File: src/rtl/axi_lite_timeout_guard_pkg.sv
// rtl/axi_lite_timeout_guard_pkg.sv - AXI4-Lite lite types, response codes and timer states
package axi_lite_timeout_guard_pkg;

    localparam logic [1:0] RESP_OKAY   = 2'b00;
    localparam logic [1:0] RESP_SLVERR = 2'b10;

    typedef struct packed {
        logic [31:0] addr;
        logic [2:0]  prot;
    } ax_lite_t;

    typedef struct packed {
        logic [31:0] data;
        logic [3:0]  strb;
    } w_lite_t;

    typedef struct packed {
        logic [1:0] resp;
    } b_lite_t;

    typedef struct packed {
        logic [31:0] data;
        logic [1:0]  resp;
    } r_lite_t;

    typedef struct packed {
        ax_lite_t aw;
        logic     aw_valid;
        w_lite_t  w;
        logic     w_valid;
        logic     b_ready;
        ax_lite_t ar;
        logic     ar_valid;
        logic     r_ready;
    } req_lite_t;

    typedef struct packed {
        logic    aw_ready;
        logic    w_ready;
        b_lite_t b;
        logic    b_valid;
        logic    ar_ready;
        r_lite_t r;
        logic    r_valid;
    } resp_lite_t;

    typedef enum logic [1:0] {
        T_IDLE,
        T_WAIT,
        T_ERR,
        T_DRAIN
    } timer_state_e;

endpackage

File: src/rtl/axi_lite_resp_timer.sv
// rtl/axi_lite_resp_timer.sv - response-phase watchdog: WAIT/ERR/DRAIN FSM with cycle counter
module axi_lite_resp_timer
    import axi_lite_timeout_guard_pkg::*;
#(
    parameter int unsigned TimeoutCycles = 1024
) (
    input  logic clk_i,
    input  logic rst_ni,
    input  logic start_i,
    input  logic resp_valid_i,
    input  logic resp_ready_i,
    output logic idle_o,
    output logic fwd_en_o,
    output logic err_valid_o,
    output logic drain_ready_o,
    output logic timeout_pulse_o
);

    localparam int unsigned CntWidth = $clog2(TimeoutCycles) + 1;
    // The error response must be visible TimeoutCycles after the start edge, so the
    // last waiting cycle is the one where the counter sits at TimeoutCycles-2.
    localparam logic [CntWidth-1:0] LastCnt = CntWidth'(TimeoutCycles - 2);

    if (TimeoutCycles < 2) begin : g_param_check
        $error("axi_lite_resp_timer: TimeoutCycles must be >= 2");
    end

    timer_state_e        state_q, state_d;
    logic [CntWidth-1:0] timer_q, timer_d;
    logic                drained_q, drained_d;

    always_comb begin
        state_d         = state_q;
        timer_d         = timer_q;
        drained_d       = drained_q;
        idle_o          = 1'b0;
        fwd_en_o        = 1'b0;
        err_valid_o     = 1'b0;
        drain_ready_o   = 1'b0;
        timeout_pulse_o = 1'b0;
        unique case (state_q)
            T_IDLE: begin
                idle_o = 1'b1;
                if (start_i) begin
                    state_d = T_WAIT;
                    timer_d = '0;
                end
            end
            T_WAIT: begin
                fwd_en_o = 1'b1;
                if (resp_valid_i && resp_ready_i) begin
                    state_d = T_IDLE;
                end else if (timer_q == LastCnt && !resp_valid_i) begin
                    state_d         = T_ERR;
                    drained_d       = 1'b0;
                    timeout_pulse_o = 1'b1;
                end else if (timer_q != LastCnt) begin
                    timer_d = timer_q + CntWidth'(1);
                end
            end
            T_ERR: begin
                err_valid_o   = 1'b1;
                drain_ready_o = 1'b1;
                if (resp_valid_i) begin
                    drained_d = 1'b1;
                end
                if (resp_ready_i) begin
                    state_d = (drained_q || resp_valid_i) ? T_IDLE : T_DRAIN;
                end
            end
            T_DRAIN: begin
                drain_ready_o = 1'b1;
                if (resp_valid_i) begin
                    state_d = T_IDLE;
                end
            end
            default: state_d = T_IDLE;
        endcase
    end

    always_ff @(posedge clk_i or negedge rst_ni) begin
        if (!rst_ni) begin
            state_q   <= T_IDLE;
            timer_q   <= '0;
            drained_q <= 1'b0;
        end else begin
            state_q   <= state_d;
            timer_q   <= timer_d;
            drained_q <= drained_d;
        end
    end

endmodule

File: src/rtl/axi_lite_timeout_guard.sv
// rtl/axi_lite_timeout_guard.sv - AXI4-Lite pass-through that answers SLVERR for a silent slave
module axi_lite_timeout_guard
    import axi_lite_timeout_guard_pkg::*;
#(
    parameter int unsigned TimeoutCycles = 1024,
    parameter logic [31:0] ErrData       = 32'hBADC_AB1E,
    parameter type         req_lite_t    = axi_lite_timeout_guard_pkg::req_lite_t,
    parameter type         resp_lite_t   = axi_lite_timeout_guard_pkg::resp_lite_t
) (
    input  logic       clk_i,
    input  logic       rst_ni,
    input  req_lite_t  slv_req_i,
    output resp_lite_t slv_resp_o,
    output req_lite_t  mst_req_o,
    input  resp_lite_t mst_resp_i,
    input  logic       clr_i,
    output logic       timeout_irq_o,
    output logic [7:0] wr_to_cnt_o,
    output logic [7:0] rd_to_cnt_o
);

    logic w_idle, w_fwd, w_err, w_drain, w_pulse;
    logic r_idle, r_fwd, r_err, r_drain, r_pulse;
    logic aw_done_q, aw_done_d, w_done_q, w_done_d;
    logic aw_open, w_open, aw_hs, w_hs, w_start, r_start;
    logic       irq_q, irq_d;
    logic [7:0] wr_cnt_q, wr_cnt_d, rd_cnt_q, rd_cnt_d;

    // Each channel closes after its handshake so a second AW or W cannot slip in
    // while the join waits for its partner.
    assign aw_open = w_idle && !aw_done_q;
    assign w_open  = w_idle && !w_done_q;
    assign aw_hs   = aw_open && slv_req_i.aw_valid && mst_resp_i.aw_ready;
    assign w_hs    = w_open && slv_req_i.w_valid && mst_resp_i.w_ready;
    assign w_start = (aw_done_q || aw_hs) && (w_done_q || w_hs);
    assign r_start = r_idle && slv_req_i.ar_valid && mst_resp_i.ar_ready;

    assign aw_done_d = w_start ? 1'b0 : (aw_done_q || aw_hs);
    assign w_done_d  = w_start ? 1'b0 : (w_done_q || w_hs);

    axi_lite_resp_timer #(.TimeoutCycles(TimeoutCycles)) u_b_timer (
        .clk_i          (clk_i),
        .rst_ni         (rst_ni),
        .start_i        (w_start),
        .resp_valid_i   (mst_resp_i.b_valid),
        .resp_ready_i   (slv_req_i.b_ready),
        .idle_o         (w_idle),
        .fwd_en_o       (w_fwd),
        .err_valid_o    (w_err),
        .drain_ready_o  (w_drain),
        .timeout_pulse_o(w_pulse)
    );

    axi_lite_resp_timer #(.TimeoutCycles(TimeoutCycles)) u_r_timer (
        .clk_i          (clk_i),
        .rst_ni         (rst_ni),
        .start_i        (r_start),
        .resp_valid_i   (mst_resp_i.r_valid),
        .resp_ready_i   (slv_req_i.r_ready),
        .idle_o         (r_idle),
        .fwd_en_o       (r_fwd),
        .err_valid_o    (r_err),
        .drain_ready_o  (r_drain),
        .timeout_pulse_o(r_pulse)
    );

    always_comb begin
        mst_req_o  = slv_req_i;
        slv_resp_o = mst_resp_i;

        mst_req_o.aw_valid  = aw_open && slv_req_i.aw_valid;
        mst_req_o.w_valid   = w_open && slv_req_i.w_valid;
        mst_req_o.ar_valid  = r_idle && slv_req_i.ar_valid;
        slv_resp_o.aw_ready = aw_open && mst_resp_i.aw_ready;
        slv_resp_o.w_ready  = w_open && mst_resp_i.w_ready;
        slv_resp_o.ar_ready = r_idle && mst_resp_i.ar_ready;

        slv_resp_o.b_valid = 1'b0;
        mst_req_o.b_ready  = 1'b0;
        if (w_fwd) begin
            slv_resp_o.b_valid = mst_resp_i.b_valid;
            mst_req_o.b_ready  = slv_req_i.b_ready;
        end else if (w_err) begin
            slv_resp_o.b_valid = 1'b1;
            slv_resp_o.b.resp  = RESP_SLVERR;
            mst_req_o.b_ready  = 1'b1;
        end else if (w_drain) begin
            mst_req_o.b_ready = 1'b1;
        end

        slv_resp_o.r_valid = 1'b0;
        mst_req_o.r_ready  = 1'b0;
        if (r_fwd) begin
            slv_resp_o.r_valid = mst_resp_i.r_valid;
            mst_req_o.r_ready  = slv_req_i.r_ready;
        end else if (r_err) begin
            slv_resp_o.r_valid = 1'b1;
            slv_resp_o.r.data  = ErrData;
            slv_resp_o.r.resp  = RESP_SLVERR;
            mst_req_o.r_ready  = 1'b1;
        end else if (r_drain) begin
            mst_req_o.r_ready = 1'b1;
        end
    end

    // Clear takes effect first, so a timeout in the clear cycle still counts once.
    always_comb begin
        wr_cnt_d = clr_i ? 8'd0 : wr_cnt_q;
        rd_cnt_d = clr_i ? 8'd0 : rd_cnt_q;
        irq_d    = clr_i ? 1'b0 : irq_q;
        if (w_pulse && wr_cnt_d != 8'hFF) begin
            wr_cnt_d = wr_cnt_d + 8'd1;
        end
        if (r_pulse && rd_cnt_d != 8'hFF) begin
            rd_cnt_d = rd_cnt_d + 8'd1;
        end
        if (w_pulse || r_pulse) begin
            irq_d = 1'b1;
        end
    end

    always_ff @(posedge clk_i or negedge rst_ni) begin
        if (!rst_ni) begin
            aw_done_q <= 1'b0;
            w_done_q  <= 1'b0;
            wr_cnt_q  <= 8'd0;
            rd_cnt_q  <= 8'd0;
            irq_q     <= 1'b0;
        end else begin
            aw_done_q <= aw_done_d;
            w_done_q  <= w_done_d;
            wr_cnt_q  <= wr_cnt_d;
            rd_cnt_q  <= rd_cnt_d;
            irq_q     <= irq_d;
        end
    end

    assign timeout_irq_o = irq_q;
    assign wr_to_cnt_o   = wr_cnt_q;
    assign rd_to_cnt_o   = rd_cnt_q;

endmodule
File: config.mk
export PLATFORM = sky130hd
export DESIGN_NAME = axi_lite_timeout_guard
export DESIGN_NICKNAME = d
export VERILOG_FILES = /design/src/rtl/axi_lite_timeout_guard_pkg.sv /design/src/rtl/axi_lite_resp_timer.sv /design/src/rtl/axi_lite_timeout_guard.sv
export SDC_FILE = /design/constraint.sdc
export NUM_CORES = 1
export LEC_CHECK = 0
export CORE_AREA = 4 4 124 126
export DETAILED_ROUTE_END_ITERATION = 10
export DIE_AREA = 0 0 128 130
export HOLD_SLACK_MARGIN = 0.1
export PLACE_DENSITY = 0.67
export SKIP_CTS_REPAIR_TIMING = 1
export SYNTH_ARGS = -nofsm -noshare
export SYNTH_HDL_FRONTEND = slang
export SYNTH_SLANG_ARGS = --single-unit
File: constraint.sdc
create_clock -name clk_i -period 2.9 [get_ports clk_i]
set_clock_uncertainty 0.1 [all_clocks]
set_input_delay 0.87 -clock clk_i [delete_from_list [all_inputs] [get_ports clk_i]]
set_output_delay 0.87 -clock clk_i [all_outputs]
set_load 0.02 [all_outputs]
==> qor_table.md, run 1 <==
| Quantity | This run | Unit |
|---|---|---|
| Result of the run | finished, final reports clean | - |
| 1st-iter DRT viols | 83 | - |
| Portion of the clock cycle consumed by the worst path in the final layout | 0.9651 | - |
| Power density over the cells | 519.0 | nW/µm² |
| Compound-gate portion of the synthesized area | 0.07674 | - |
| Worst hold endpoint | u_r_timer.drained_q | - |
| Fin crit period | 2.799 | ns |
| Number of cells on the worst hold path | 1 | - |
| Post-route DRC violation count | 0 | - |
| Flops & latches, synth | 47 | - |
| Starting density of the core | 0.2608 | - |
| Largest family of logic cells by synthesized area | simple AND/OR/NAND/NOR gates | - |
| Yosys warnings | 0 | - |
| Main synth FF type | sky130_fd_sc_hd__dfrtp_1 | - |
| Wire length of the first global-routing pass | 17680 | µm |
| Simple-gate portion of the synthesized area | 0.2892 | - |
| Mean instance size in the synthesized netlist | 8.428 | µm² |
| Post-detailed-route wirelength per cell | 17.92 | µm |
| Area growth, synth to finish | 28.12 | % |
| Synthesized instance count | 443 | - |
| Sequential share of the synthesized area | 0.3150 | - |
| Type of the tightest min-delay check | flop to flop | - |
| Synth cell count leaders | sky130_fd_sc_hd__buf_4 (106), sky130_fd_sc_hd__dfrtp_1 (47), sky130_fd_sc_hd__nor2_1 (33), sky130_fd_sc_hd__nand2_1 (31), sky130_fd_sc_hd__nand2b_1 (28) | - |
| Die span in x | 128 | µm |
| Count of standard-cell rows | 44 | - |
| IO Count | 324 | - |
| Total nets after synthesis | 604 | - |
| Wire length reported by the detailed router | 11920 | µm |
| Type of the setup path with the least slack | input pin to flop | - |
| Latest clock arrival within the worst-skew pair | 0.29 | ns |
| Endpoint of the lowest-slack register-to-register path | wr_to_cnt_o[1] | - |
| Final Hold Violating Endpoints | 0 | - |
| Core Area | 14310 | µm² |
| Die Area | 16640 | µm² |
| Maximum frequency from static timing analysis | 357.3 | MHz |
| Critical path endpoint category | flop | - |
| Count of cells along the worst register-to-register path | 5 | - |
| DP Wirelength | 9519 | µm |
| Multiplexer fraction of the synthesized cell area | 0.01441 | - |
| Number of CTS-inserted buffers | 5 | - |
| Top cells by area in the synthesized netlist | sky130_fd_sc_hd__dfrtp_1 (32%), sky130_fd_sc_hd__buf_4 (21%), sky130_fd_sc_hd__nand2b_1 (4.7%), sky130_fd_sc_hd__xnor2_1 (4.7%), sky130_fd_sc_hd__nor2_1 (3.3%) | - |
| Depth of the CTS H-tree | 2 | - |
| Hold Path Origin | u_r_timer.drained_q | - |
| Number of flops mapped to enable cells by yosys | 0 | - |
| Total Power Consumption | 2483 | µW |
| Antenna viol nets, final | 0 | - |
| Final max-slew violation count | 0 | - |
| Overall global routing resource usage | 0.1350 | - |
| Final std cell area, no fill | 4783 | µm² |
| DR pass1 iterations | 4 | - |
| Number of global-route vias before repair | 3228 | - |
| Nature of the critical path startpoint | input pin | - |
| TritonCTS clock tree | built | - |
| Unrepaired setup endpoints after global routing | false | - |
| Parity-gate share of the synthesized area counting xor and xnor cells | 0.05161 | - |
| Register-to-register path setup slack | 0.70 | ns |
| Clock-pin slew on the worst setup and hold paths | 0.06 | ns |
| Post-synthesis adder-cell area fraction | 0.02011 | - |
| Count of unique library cells instantiated by Yosys | 51 | - |
| Die Y | 130 | µm |
| Root buffer cell | sky130_fd_sc_hd__clkbuf_16 | - |
| Fraction of registers with async set/reset | 1.000 | - |
| Reg2reg start | u_b_timer.state_q[1] | - |
| Data required time at the worst endpoint | 2.97 | ns |
| Worst slew slack as a fraction of its limit | 0.6239 | - |
| Number of fill cells in the layout | 1482 | - |
| Placer Congestion | 0.8600 | - |
| Cell with the most instances after synthesis | sky130_fd_sc_hd__buf_4 | - |
| Total number of nets in the final design | 640 | - |
| Post-synthesis instance area | 3734 | µm² |
| Cell area after placement | 4498 | µm² |
| Cell type with the highest aggregate area in the netlist | sky130_fd_sc_hd__dfrtp_1 | - |
| Leakage power summed over all cells | 0.002348 | µW |
| Count of input and output buffers | 111 | - |
| Pin count of the biggest net entering global routing | 28 | - |
| Detailed-route via count | 3099 | - |
| Number of max-cap violations | 0 | - |
| Number of sinks driven by the clock tree | 47 | - |
| Remaining global-route overflow | 0 | - |
| Max clock buf depth | 2 | - |
| Peak supply drop | 0.3366 | mV |
| Number of failing setup endpoints in the final timing report | 0 | - |
| Fraction of post-synthesis cell area in the top cell type by area | 0.3150 | - |
| Via-to-Cell Ratio | 4.660 | - |
| Slew @ Worst Pin | 0.5611 | ns |
| Antenna violations before repair | 1 | - |
| Fraction of layout cells with a size suffix above 1 | 0.1313 | - |
| Largest fanout on the critical path | 7 | - |
| Arr. time, crit path | 2.87 | ns |
[flip-flops by register name (all words and copies together) (netlist names)]
signal / count
aw_done_q: 1
rd_to_cnt_o: 8
timeout_irq_o: 1
u_b_timer.drained_q: 1
u_b_timer.state_q: 2
u_b_timer.timer_q: 11
u_r_timer.drained_q: 1
u_r_timer.state_q: 2
u_r_timer.timer_q: 11
w_done_q: 1
wr_to_cnt_o: 8
[worst max-delay path: stages]
cell                              delay, ns
sky130_fd_sc_hd__clkdlybuf4s50_1       0.41
sky130_fd_sc_hd__buf_4                 0.16
sky130_fd_sc_hd__nand4bb_1             0.19
sky130_fd_sc_hd__or4_1                 0.66
sky130_fd_sc_hd__nor2_1                0.23
sky130_fd_sc_hd__mux2_2                0.35
[metrics by stage]
step	TNS, ns	instances	hold WS (ns)	setup WS (ns)	util
floorplan	0	443	0.3561	0.1085	-
global placement	-7.760	656	0.3759	-0.2694	0.3142
detailed placement	-8.024	656	0.3936	-0.2844	0.3142
CTS	-7.074	664	0.4112	-0.2844	0.3260
global route	0	665	0.4323	0.03591	0.3342
finish	0	665	0.4081	0.1013	0.3342
[layout make-up]
cell class	instances	area, µm²	share of cell area
antenna	1	2.502	0.0005231
tap	184	230.2	0.04813
inverter	8	30.03	0.006278
timing repair buffer	146	1484	0.3102
clock buffer	5	125.1	0.02616
clock inverter	3	43.79	0.009155
sequential	47	1176	0.2459
multi-input combinational	271	1692	0.3536
[where the power goes]
part | internal [µW] | total [µW] | switching (µW)
Combinational | 450 | 997 | 547
Clock | 407 | 668 | 261
Sequential | 739 | 818 | 79.2
[per-layer routing]
| metal | wire (µm) | share of wire | vias to the layer above | global-route usage |
|---|---|---|---|---|
| met3 | 1541 | 0.13 | 49 | 0.07982 |
| met1 | 4269 | 0.36 | 1443 | 0.1467 |
| met4 | 407 | 0.034 | 0 | 0.04619 |
| li1 | - | - | 1447 | - |
| met2 | 5702 | 0.48 | 160 | 0.2203 |
| met5 | 0 | 0 | - | 0 |
[layout by cell type, fill, tap and decap left out, drive strengths merged, types with 3 or more instances in the layout]
| cell type | count |
|---|---|
| or2 | 4 |
| clkbuf | 5 |
| dfrtp | 47 |
| ha | 6 |
| nand2b | 28 |
| nor4b | 4 |
| o21ai | 17 |
| inv | 8 |
| dlymetal6s2s | 44 |
| mux2 | 3 |
| and2 | 16 |
| clkdlybuf4s50 | 63 |
| nand4b | 3 |
| nor3b | 9 |
| o22ai | 3 |
| nand2 | 31 |
| a31oi | 3 |
| nand3 | 17 |
| nor4 | 5 |
| buf | 39 |
| nor3 | 15 |
| nor2b | 12 |
| nor2 | 33 |
| xnor2 | 20 |
| or3 | 3 |
| a21oi | 10 |
[kinds of logic after synthesis]
family,count (synthesis)
simple gates,191
flops,47
xor+xnor,22
fa+ha+maj,6
mux,5
compound gates,47
buf+inv,125
[worst max-delay path by stage]
stage | startpoint | to
3_5_place_dp | slv_req_i[1] | mst_req_o[1]
6_report | mst_resp_i[36] | wr_to_cnt_o[1]
4_1_cts | slv_req_i[1] | mst_req_o[1]
2_1_floorplan | clr_i | rd_to_cnt_o[1]
3_3_place_gp | mst_resp_i[27] | slv_resp_o[27]
5_1_grt | mst_resp_i[36] | wr_to_cnt_o[1]
Note: power is estimated with default switching activity, not from simulation.
==> run 2, diff against run 1 <==
--- a/config.mk
+++ b/config.mk
@@ -5,11 +5,11 @@
 export SDC_FILE = /design/constraint.sdc
 export NUM_CORES = 1
 export LEC_CHECK = 0
-export CORE_AREA = 4 4 124 126
+export CORE_AREA = 2 2 127 129
 export DETAILED_ROUTE_END_ITERATION = 10
-export DIE_AREA = 0 0 128 130
+export DIE_AREA = 0 0 129 131
 export HOLD_SLACK_MARGIN = 0.1
-export PLACE_DENSITY = 0.67
+export PLACE_DENSITY = 0.62
 export SKIP_CTS_REPAIR_TIMING = 1
 export SYNTH_ARGS = -nofsm -noshare
 export SYNTH_HDL_FRONTEND = slang
==> constraint.sdc (replaced) <==
create_clock -name clk_i -period 3.3 [get_ports clk_i]
set_clock_uncertainty 0.1 [all_clocks]
set_input_delay 0.99 -clock clk_i [delete_from_list [all_inputs] [get_ports clk_i]]
set_output_delay 0.99 -clock clk_i [all_outputs]
set_load 0.02 [all_outputs]
==> run 2 against run 1 <==
  * Register-to-register slack improved by 0.32 ns
  * Non-clock buffer count decreased by 10
  * Hold slack better by 0.015 ns
  * First-iteration DRC count is 2.4% lower
  * Global-route usage is 0.83 points lower
  * Setup slack worse by 0.069 ns
  * Clock power shrank 17%
  * Utilization is 3.3 points lower
  * Critical endpoint is now slv_resp_o[16]
  * Largest cell class unchanged
==> qor_table.md, run 2 (synthesis results as in run 1) <==
| Quantity | This run | Unit | Change |
|---|---|---|---|
| Result of the run | finished, final reports clean | - | unchanged |
| Cell-by-cell trace of the critical path | clkdlybuf4s50_1 -> nand2b_1 -> clkdlybuf4s50_1 | - | was clkdlybuf4s50_1 -> buf_4 -> nand4bb_1 -> or4_1 -> nor2_1 -> mux2_2 |
| Largest fanout on the critical path | 1 | - | was 7 |
| Final std cell area, no fill | 4701 | µm² | was 4783 µm² |
| Core Area | 15600 | µm² | was 14310 µm² |
| Antenna violations before repair | 0 | - | was 1 |
| Starting density of the core | 0.2394 | - | was 0.2608 |
| Root buffer cell | sky130_fd_sc_hd__clkbuf_16 | - | unchanged |
| Wire length of the first global-routing pass | 16350 | µm | was 17680 µm |
| Number of max-cap violations | 0 | - | unchanged |
| Detailed-route via count | 3075 | - | was 3099 |
| PnR worst setup slack | 0.03245 | ns | was 0.1013 ns |
| Cell with the largest stage delay on the worst path | sky130_fd_sc_hd__clkdlybuf4s50_1 | - | was sky130_fd_sc_hd__or4_1 |
| Count of input and output buffers | 111 | - | unchanged |
| TritonCTS clock tree | built | - | unchanged |
| Number of failing setup endpoints in the final timing report | 0 | - | unchanged |
| Setup_tns | 0 | ns | unchanged |
| Critical path endpoint category | output pin | - | was flop |
| Remaining global-route overflow | 0 | - | unchanged |
| Sequential power share | 0.344 | - | was 0.330 |
| Wire length reported by the detailed router | 11370 | µm | was 11920 µm |
| Peak supply drop | 0.3563 | mV | was 0.3366 mV |
| Max clock buf depth | 2 | - | unchanged |
| Fraction of layout cells with a size suffix above 1 | 0.1064 | - | was 0.1313 |
| Number of sinks driven by the clock tree | 47 | - | unchanged |
| Final core area utilization | 0.3014 | - | was 0.3342 |
| Via-to-Cell Ratio | 4.483 | - | was 4.660 |
| Slew @ Worst Pin | 0.8049 | ns | was 0.5611 ns |
| Maximum cell stage delay along the critical path | 0.62 | ns | was 0.66 ns |
| Post-detailed-route wirelength per cell | 16.57 | µm | was 17.92 µm |
| Clock network power share | 0.259 | - | was 0.269 |
| Reg2reg start | u_b_timer.timer_q[0] | - | was u_b_timer.state_q[1] |
| Total number of nets in the final design | 630 | - | was 640 |
| Clock-pin slew on the worst setup and hold paths | 0.07 | ns | was 0.06 ns |
| Power density over the cells | 453.8 | nW/µm² | was 519.0 nW/µm² |
| Final Hold Violating Endpoints | 0 | - | unchanged |
| Die Area | 16900 | µm² | was 16640 µm² |
| Buffer and inverter count on the worst path | 2 | - | unchanged |
| Depth of the CTS H-tree | 2 | - | unchanged |
| Most prevalent standard cell on the critical path | sky130_fd_sc_hd__clkdlybuf4s50_1 | - |  |
| Registers with the most flip-flops | u_b_timer.timer_q: 11 flops, u_r_timer.timer_q: 11 flops | - | unchanged |
| Hold Path Origin | u_r_timer.drained_q | - | unchanged |
| Die Y | 131 | µm | was 130 µm |
| Switching power of the nets | 775.1 | µW | was 886.7 µW |
| Unrepaired setup endpoints after global routing | false | - | unchanged |
| Sw Share | 0.3633 | - | was 0.3572 |
| DP Wirelength | 8923 | µm | was 9519 µm |
| Placer Congestion | 0.8026 | - | was 0.8600 |
| Latest clock arrival within the worst-skew pair | 0.30 | ns | was 0.29 ns |
| Nature of the critical path startpoint | input pin | - | unchanged |
| Dominant delay contributor by cell family on the critical path | buffers and inverters | - | was simple AND/OR/NAND/NOR gates |
| Worst slew slack as a fraction of its limit | 0.4584 | - | was 0.6239 |
| IO Count | 324 | - | unchanged |
| Area growth, synth to finish | 25.90 | % | was 28.12% |
| Commonest cells after routing, fill and taps aside | sky130_fd_sc_hd__clkdlybuf4s50_1 (80), sky130_fd_sc_hd__dfrtp_1 (47), sky130_fd_sc_hd__nor2_1 (33), sky130_fd_sc_hd__nand2_1 (31), sky130_fd_sc_hd__dlymetal6s2s_1 (29) | - | was sky130_fd_sc_hd__clkdlybuf4s50_1 (63), sky130_fd_sc_hd__dfrtp_1 (47), sky130_fd_sc_hd__dlymetal6s2s_1 (44), sky130_fd_sc_hd__buf_4 (37), sky130_fd_sc_hd__nor2_1 (33) |
| Antenna diode instance count | 0 | - | was 1 |
| Die span in x | 129 | µm | was 128 µm |
| Leakage power summed over all cells | 0.002156 | µW | was 0.002348 µW |
| Number of global-route vias before repair | 3003 | - | was 3228 |
| Count of standard-cell rows | 46 | - | was 44 |
| Overall global routing resource usage | 0.1267 | - | was 0.1350 |
| Portion of the clock cycle consumed by the worst path in the final layout | 0.9902 | - |  |
| Data required time at the worst endpoint | 2.21 | ns | was 2.97 ns |
| DR pass1 iterations | 4 | - | unchanged |
| Arr. time, crit path | 2.18 | ns | was 2.87 ns |
| Fin crit period | 3.268 | ns |  |
| Pin count of the biggest net entering global routing | 48 | - | was 28 |
| Relative contribution of combinational cells to total power | 0.397 | - | was 0.401 |
| Type of the tightest min-delay check | flop to flop | - | unchanged |
| Commonest non-fill, non-tap cell in the layout | sky130_fd_sc_hd__clkdlybuf4s50_1 | - | unchanged |
| Antenna viol nets, final | 0 | - | unchanged |
| Type of the setup path with the least slack | input pin to output pin | - | was input pin to flop |
| Final max-slew violation count | 0 | - | unchanged |
| Worst setup path startpoint | mst_resp_i[16] | - | was mst_resp_i[36] |
| 1st-iter DRT viols | 81 | - | was 83 |
| Maximum frequency from static timing analysis | 306.0 | MHz |  |
| Number of CTS-inserted buffers | 5 | - | unchanged |
| Internal power | 1358 | µW | was 1596 µW |
| Total Power Consumption | 2133 | µW | was 2483 µW |
| Worst setup slack before clock tree synthesis | -0.2053 | ns | was -0.2844 ns |
| Cell area after placement | 4468 | µm² | was 4498 µm² |
| Post-route DRC violation count | 0 | - | unchanged |
==> run 2: per-stage QoR <==
step           instances  hold WS [ns]
3_5_place_dp         678        0.4034
2_1_floorplan        443        0.3561
4_1_cts              686        0.4228
6_report             686        0.4235
5_1_grt              686        0.4345
3_3_place_gp         678        0.3785
==> run 2: path summary, 6_finish.rpt <==
| path | to | slack [ns] | depth (start not counted) |
|---|---|---|---|
| worst max-delay path | slv_resp_o[16] | 0.03 | 3 |
| worst min-delay path | u_r_timer.drained_q | 0.42 | 1 |
| worst max register to register | u_b_timer.timer_q[2] | 1.02 | 7 |
| worst min register to register | u_r_timer.drained_q | 0.42 | 1 |
| max in group asynchronous | wr_to_cnt_o[2] | 2.29 | 2 |
| min in group asynchronous | u_b_timer.timer_q[9] | 0.57 | 2 |
==> run 2: worst reg2reg max path: cells and delay by family (launching register included) <==
family	cells	cell delay, ns
AND/OR/NAND/NOR	4	1.26
flip-flops	1	0.41
multiplexers	1	0.19
adder cells (fa/ha/maj)	1	0.17
buffers and inverters	1	0.07
==> run 2: cell type report <==
cell class	instances	area, µm²
tap	216	270.3
clock buffer	7	152.6
timing repair buffer	136	1376
clock inverter	1	7.507
multi-input combinational	271	1688
sequential	47	1176
fill	1626	10900
inverter	8	30.03
==> run 2: routing by layer <==
layer  wire length [µm]  track usage  vias up  share of wire
met1               4178       0.1374     1439           0.37
li1                   -            -     1428              -
met2               5282       0.1989      150           0.46
met3               1249      0.06352       58           0.11
met4                658      0.07801        0          0.058
met5                  0            0        -              0
==> run 2: power groups by stage <==
stage / clock [µW] / combinational, µW / sequential (µW)
final: 552 / 846 / 735
after detailed placement: 0 / 859 / 742
after global placement: 0 / 842 / 737
after global routing: 599 / 933 / 750
after CTS: 579 / 866 / 733
after floorplan: 0 / 705 / 718
